==> src/rtl/btn_pulse_bank.sv <==
// btn_pulse_bank: N-channel push-button front end.
// Each raw button is passed through a 2-FF synchroniser and debounced against
// a shared ms tick. The block emits a one-cycle pulse on the debounced edge
// that edge_mode selects.
// Optional feature: define BTN_AUTOREPEAT_EN to build per-channel hold counters
// that issue auto-repeat pulses while a button stays pressed.

module btn_pulse_lane #(
   parameter int DB_TICKS   = 20
`ifdef BTN_AUTOREPEAT_EN
   ,
   parameter int REP_DELAY  = 500,
   parameter int REP_PERIOD = 100
`endif
) (
   input  logic       clk,
   input  logic       rst,
   input  logic       tick,
   input  logic       btn_raw,
   input  logic [1:0] edge_mode,
   output logic       level,
   output logic       pulse
);

   localparam int DW = $clog2(DB_TICKS + 1);
   localparam logic [DW-1:0] DB_LAST = DW'(DB_TICKS - 1);

   logic          sync_q1, sync_q2;
   logic          stable, stable_d;
   logic [DW-1:0] db_cnt;
   logic          edge_evt, rep_evt, rep_mode;

   // two-flop synchroniser; the raw button is never used before sync_q2
   always_ff @(posedge clk) begin
      if (rst) begin
         sync_q1 <= 1'b0;
         sync_q2 <= 1'b0;
      end else begin
         sync_q1 <= btn_raw;
         sync_q2 <= sync_q1;
      end
   end

   // debounce: a differing input must persist across DB_TICKS ticks; any bounce restarts it
   always_ff @(posedge clk) begin
      if (rst) begin
         stable <= 1'b0;
         db_cnt <= '0;
      end else if (sync_q2 == stable) begin
         db_cnt <= '0;
      end else if (tick) begin
         if (db_cnt == DB_LAST) begin
            stable <= sync_q2;
            db_cnt <= '0;
         end else begin
            db_cnt <= db_cnt + 1'b1;
         end
      end
   end

   // edge selection against the previous stable level
   always_comb begin
      edge_evt = 1'b0;
      rep_mode = (edge_mode == 2'b00) || (edge_mode == 2'b10);
      case (edge_mode)
         2'b00:   edge_evt = stable & ~stable_d;
         2'b01:   edge_evt = ~stable & stable_d;
         2'b10:   edge_evt = stable ^ stable_d;
         default: edge_evt = 1'b0;
      endcase
   end

`ifdef BTN_AUTOREPEAT_EN
   localparam int HW = $clog2(REP_DELAY + REP_PERIOD + 1);
   localparam logic [HW-1:0] REP_FIRST = HW'(REP_DELAY);
   localparam logic [HW-1:0] REP_WRAP  = HW'(REP_DELAY + REP_PERIOD);

   logic [HW-1:0] hold_cnt, hold_nxt;
   logic          rep_hit, rep_pend;

   // next hold value and whether this tick lands on a repeat point
   always_comb begin
      hold_nxt = hold_cnt + 1'b1;
      rep_hit  = tick & stable & rep_mode &
                 ((hold_nxt == REP_FIRST) || (hold_nxt == REP_WRAP));
   end

   // hold counter in ticks; folds back to REP_DELAY after each period so it never wraps
   always_ff @(posedge clk) begin
      if (rst || !stable || !rep_mode) begin
         hold_cnt <= '0;
         rep_pend <= 1'b0;
      end else begin
         rep_pend <= rep_hit;
         if (tick)
            hold_cnt <= (hold_nxt == REP_WRAP) ? REP_FIRST : hold_nxt;
      end
   end

   // a release landing on a repeat point suppresses the repeat
   assign rep_evt = rep_pend & stable & rep_mode;
`else
   assign rep_evt = 1'b0;
`endif

   // registered pulse, one cycle after the stable level moves
   always_ff @(posedge clk) begin
      if (rst) begin
         stable_d <= 1'b0;
         pulse    <= 1'b0;
      end else begin
         stable_d <= stable;
         pulse    <= edge_evt | rep_evt;
      end
   end

   assign level = stable;

endmodule

module btn_pulse_bank #(
   parameter int N          = 4,
   parameter int TICK_DIV   = 100000,
   parameter int DB_TICKS   = 20,
   parameter int REP_DELAY  = 500,
   parameter int REP_PERIOD = 100
) (
   input  logic         clk,
   input  logic         rst,
   input  logic [N-1:0] btn_in,
   input  logic [1:0]   edge_mode,
   output logic [N-1:0] btn_level,
   output logic [N-1:0] pulse
);

   localparam int TW = $clog2(TICK_DIV);
   localparam logic [TW-1:0] TICK_LAST = TW'(TICK_DIV - 1);

   logic [TW-1:0] tick_cnt;
   logic          tick;

   // reject configurations the lanes cannot implement
   if (N < 1 || N > 16 || TICK_DIV < 2 || DB_TICKS < 1 ||
       REP_DELAY < 1 || REP_PERIOD < 1) begin : g_bad_cfg
      $error("btn_pulse_bank: parameter out of range");
   end

   // shared debounce tick: free-running 0..TICK_DIV-1
   always_ff @(posedge clk) begin
      if (rst || tick)
         tick_cnt <= '0;
      else
         tick_cnt <= tick_cnt + 1'b1;
   end

   assign tick = (tick_cnt == TICK_LAST);

   for (genvar i = 0; i < N; i++) begin : g_lane
      btn_pulse_lane #(
         .DB_TICKS   (DB_TICKS)
`ifdef BTN_AUTOREPEAT_EN
         ,
         .REP_DELAY  (REP_DELAY),
         .REP_PERIOD (REP_PERIOD)
`endif
      ) u_lane (
         .clk       (clk),
         .rst       (rst),
         .tick      (tick),
         .btn_raw   (btn_in[i]),
         .edge_mode (edge_mode),
         .level     (btn_level[i]),
         .pulse     (pulse[i])
      );
   end

endmodule

==> config.mk <==
export PLATFORM = sky130hd
export DESIGN_NAME = btn_pulse_bank
export DESIGN_NICKNAME = d
export VERILOG_FILES = /design/src/rtl/btn_pulse_bank.sv
export SDC_FILE = /design/constraint.sdc
export NUM_CORES = 1
export LEC_CHECK = 0
export ABC_AREA = 0
export CAP_MARGIN = 15
export CORE_MARGIN = 2
export CORE_UTILIZATION = 64
export DETAILED_ROUTE_END_ITERATION = 7
export HOLD_SLACK_MARGIN = 0.06
export PLACE_DENSITY = 0.84
export SKIP_CTS_REPAIR_TIMING = 1
export SLEW_MARGIN = 20
export SYNTH_ARGS = -nofsm -noshare
export SYNTH_HDL_FRONTEND = slang
export SYNTH_SLANG_ARGS = --single-unit
==> constraint.sdc <==
create_clock -name clk -period 2.8 [get_ports clk]
set_input_delay 0.84 -clock clk [delete_from_list [all_inputs] [get_ports clk]]
set_output_delay 0.84 -clock clk [all_outputs]
set_load 0.01 [all_outputs]
==> Word level (Yosys, flattened, before mapping) <==
Index checks and enable logic that the tools add are counted.
{ "totals": {"reg_bits": 57, "inputBits": 8, "out_inout_bits": 8, "wordCells": 83} }
{ "op_classes": {"n_addsub": 5, "n_eq_ne": 11, "mux": 8, "n_bitwise": 24, "reduce_logical": 10} }
{ "op_table": {"columns": ["cell", "count"], "rows": [
  ["adder 5 x 1 -> 5 bit, second input constant", 4],
  ["== test 5 bit, second input constant", 4],
  ["2-to-1 mux 5 bit", 4],
  ["adder 17 x 1 -> 17 bit, second input constant", 1],
  ["== test 17 bit, second input constant", 1],
  ["inverter 1 bit", 12],
  ["case mux 1 bit (3 select lines)", 4],
  ["AND reduction 3 bit", 4],
  ["AND 1 bit", 8],
  ["OR reduction 2 bit", 4],
  ["== test 1 bit", 4],
  ["XOR 1 bit", 4],
  ["== test 2 x 1 -> 1 bit, second input constant", 1],
  ["== test 2 bit, second input constant", 1],
  ["zero test 2 bit", 1],
  ["logical OR 1 bit", 1]
]} }

==> Logic depth before layout (Yosys ltp) <==
{ "logic_depth": {"depth_word": 3, "mapped_depth": 8, "depth_no_buf": 6} }

==> Cells and area by module <==
From an unflattened synthesis, not the netlist that was laid out.
{ "unflattened": {"cells_unflattened": 280, "area_unflattened_um2": 2718.9} }
{ "by_module_without_submodules": {"columns": ["mod", "n_inst", "cells_per_inst", "area_each_um2", "seq_area_each_um2"], "rows": [
  ["btn_pulse_lane", 4, 48, 480.5, 200.2],
  ["btn_pulse_bank", 1, 88, 797.0, 340.3]
]} }

==> Worst setup path after synthesis <==
OpenSTA, ideal clock, no wires.
{ "synth_path": {"path_type": "input port to flip-flop", "start": "input rst", "end": "register g_lane[2].u_lane.db_cnt[4]", "setup_time_ns": 0.122, "arrival_time_ns": 1.755, "required_ns": 2.678, "path_slack_ns": 0.923, "path_stages": 5, "n_path_buf": 2, "path_cell_list": "clkbuf_1 -> or2_2 -> buf_1 -> nor3_1 -> a311o_1"} }
{ "synth_via": {"elab_chain_len": 1} }
{ "synth_rtl": {"columns": ["element", "line_no", "source"], "rows": [
  ["from (decl)", "129", "input logic rst,"],
  ["OR reduction 2 bit (no line)", null, null],
  ["to (signal assigned)", "56", "db_cnt <= db_cnt + 1'b1;"],
  ["to (decl)", "30", "logic [DW-1:0] db_cnt;"]
]} }
Every way passes these cells.
A chain may end at the register's enable or synchronous reset.

==> Worst setup path in the final report <==
{ "layout_path": {"start": "register g_lane[3].u_lane.stable", "end": "output btn_level[3]"} }
{ "layout_lines": {"columns": ["element", "line_no", "source"], "rows": [
  ["from (decl)", "29", "logic stable, stable_d;"],
  ["from (signal assigned)", "53", "stable <= sync_q2;"],
  ["to (decl)", "132", "output logic [N-1:0] btn_level,"]
]} }
No word-level cell between the ends.

==> impl_metrics.ini <==
[flow_run]
maxCapViolCount = 0

[synth]
synthArstFlopShare = 0
syn_area_per_cell_um2 = 8.79
yosys-top-cells-area = dfxtp_1, ha_1, a21oi_1
ys_seq_area_frac = 0.403
ys.flop_type = dfxtp_1
synthesis.area_um2 = 2830
synth_edf_count = 0
synth_seq_cells = 57
yosys.area.top_type = dfxtp_1
synth_cell_type_count = 45
synth_top_cell_area_share = 0.403
netlist_instances = 322
yosysWarnings = 0
syn-num-nets = 343

[critical_path]
cp.depth = 1
r2r-start = tick_cnt[0]
endpoint = btn_level[3]
cp_cell_sequence = clkdlybuf4s50_1
critical_path.startpoint_type = register
crit_fanout = 4
max_stage_delay_ns = 0.57
cpMaxStageDelayCell = clkdlybuf4s50_1
arrival_ns = 1.34
rrSetupSlack_ns = 0.65
critPathKind = reg -> out
critPathTopFamily = buffers and inverters
reg2reg_depth = 5
crit_path_start = g_lane[3].u_lane.level
critical_path_required_ns = 1.96
critPathBufInv = 1
r2r-end = tick_cnt[11]
crit_path_end_kind = output port

[die]
die_h_um = 70.5
start_util = 0.659
pin_count = 16
dieArea_um2 = 4970
coreArea_um2 = 4290
row_count = 24
die_x_um = 70.5

[detailed_routing]
vias_per_cell = 5.81
wl_per_cell_um = 13.6
first_pass_iters = 4
wirelength_mm = 5.16
drc = 0
antenna_left = 0
drt_iter0_drc = 144
num_vias = 2206

[pwr]
ir_drop_uv = 493
cellPowerDensity_nw_per_um2 = 518
leakage_uw = 0.00102

[global_routing]
grt_usage = 0.230
grt_first_pass_wirelength_mm = 9.04
grt_pass1_vias = 2038
busiest_layer = met2
grtUsageMet3 = 0.0779
grt_util_met2 = 0.379
antenna_found_initial = 0
overflow = 0
met1_usage = 0.278
grt_max_degree = 31

[finish]
fin_util = 0.718
nets = 344
diodes = 0
mostFrequentLayoutCells = dfxtp_1, nor2_1, a21oi_1, inv_1, nand2_1
mostFrequentLayoutCell = dfxtp_1
fin_area_um2 = 3080
layoutNonFillerInstCount = 380
area_growth_pct = 8.93
drive_gt1_frac = 0.0884
fillers = 339

[clocking]
clk_latency_ns = 0.34
cts.reportedPaths.clkPinSlew_ns = 0.06
cts_tree = built
htreeDepth = 3
numCtsBuffers = 9
cts_buffer_depth = 2
cts_sinks = 57
cts-root-buf = clkbuf_8

[place]
portBuffers = 15
dpl_cell_area_um2 = 2890
dp_hpwl_mm = 3.49
routabilityCongestion = 0.855
placedCellCount = 364

[timing]
fin_crit_ns = 2.18
rsz0062_at_grt = false
fin_skew_ns = 0.00555
final_hold_viol_count = 0
fmax_mhz = 459
period_share = 0.778
fin_setup_tns_ns = 0
setup_viol = 0
tightest_slew_ns = 0.517
slew_viol_final = 0
relSlewSlack = 0.655

[run_status]
status = finished, final reports clean

[hold_path]
hp-start = g_lane[1].u_lane.sync_q1
worst_hold_path_type = reg -> reg
## synthesized netlist by cell type, types with 2 or more instances
master and instances:
dfxtp_1 57, nor2_1 29, a21oi_1 25, inv_1 17
nand2_1 16, nand3_1 15, nor2b_1 15, ha_1 13
nand3b_1 12, o21ai_0 11, buf_4 10, nand4_1 9
xor2_1 9, xnor2_1 8, or4_1 6, buf_2 5
clkbuf_1 4, nand2b_1 4, nand4b_1 4, nor3_1 4
or2_2 4, or3_1 4, a311o_1 3, a31oi_1 3
buf_1 3, buf_6 3, o41ai_1 3, a211oi_1 2
and4_1 2, and4bb_2 2, clkbuf_2 2, nor4_1 2
nor4b_1 2, o31ai_1 2, or3_2 2
## power by group
part	leakage (uW)	switching [uW]	internal [uW]
clock network	0.000102	309	415
registers	0.000461	6.71	821
logic	0.000455	23.7	22.0
total	0.00102	339	1260
## worst min path at each step
stage | cells after the start | to | slack, ns
finish | 1 | g_lane[1].u_lane.sync_q2 | 0.43
global placement | 1 | g_lane[1].u_lane.sync_q2 | 0.42
CTS | 1 | g_lane[1].u_lane.sync_q2 | 0.44
floorplan | 1 | g_lane[0].u_lane.sync_q2 | 0.41
global route | 1 | g_lane[3].u_lane.sync_q2 | 0.46
detailed placement | 1 | g_lane[1].u_lane.sync_q2 | 0.42
## flip-flops by register name (all words and copies together), names as in the netlist
name                    count
g_lane.u_lane.db_cnt       20
g_lane.u_lane.level         4
g_lane.u_lane.pulse         4
g_lane.u_lane.stable_d      4
g_lane.u_lane.sync_q1       4
g_lane.u_lane.sync_q2       4
tick_cnt                   17
## routing by layer
metal	wire length, um	vias up
met1	2400	1021
met3	203	9
met4	99	0
met2	2460	47
li1	-	1129
met5	0	-
## stage by stage
step           total power (uW)  hold slack (ns)  worst slack, ns
2_1_floorplan               875            0.414            0.923
3_3_place_gp                891            0.421            0.494
3_5_place_dp                891            0.424            0.463
4_1_cts                    1610            0.439            0.596
5_1_grt                    1650            0.460            0.450
6_report                   1600            0.434            0.622
## worst register-to-register path, delay by kind of cell (launching register included)
family	cells	cell delay [ns]
adder cells (fa/ha/maj)	1	0.26
flip-flops	1	0.39
AND/OR/NAND/NOR	4	1.37
## cell type report
class,count,area (um2),share of cell area
multi-input combinational,221,1460,0.472
tap,52,65.1,0.0211
timing repair buffer,17,165,0.0535
clock inverter,2,10.0,0.00325
clock buffer,14,183,0.0592
inverter,17,63.8,0.0207
sequential,57,1140,0.370
## kinds of logic (layout without fill, tap and decap cells)
family | after synthesis | in the layout | synth area share
xor+xnor | 17 | 17 | 0.0526
flops | 57 | 57 | 0.403
simple gates | 139 | 139 | 0.295
fa+ha+maj | 13 | 13 | 0.0574
compound gates | 52 | 52 | 0.110
buf+inv | 44 | 50 | 0.0826
Note: power is estimated with default switching activity, not from simulation.
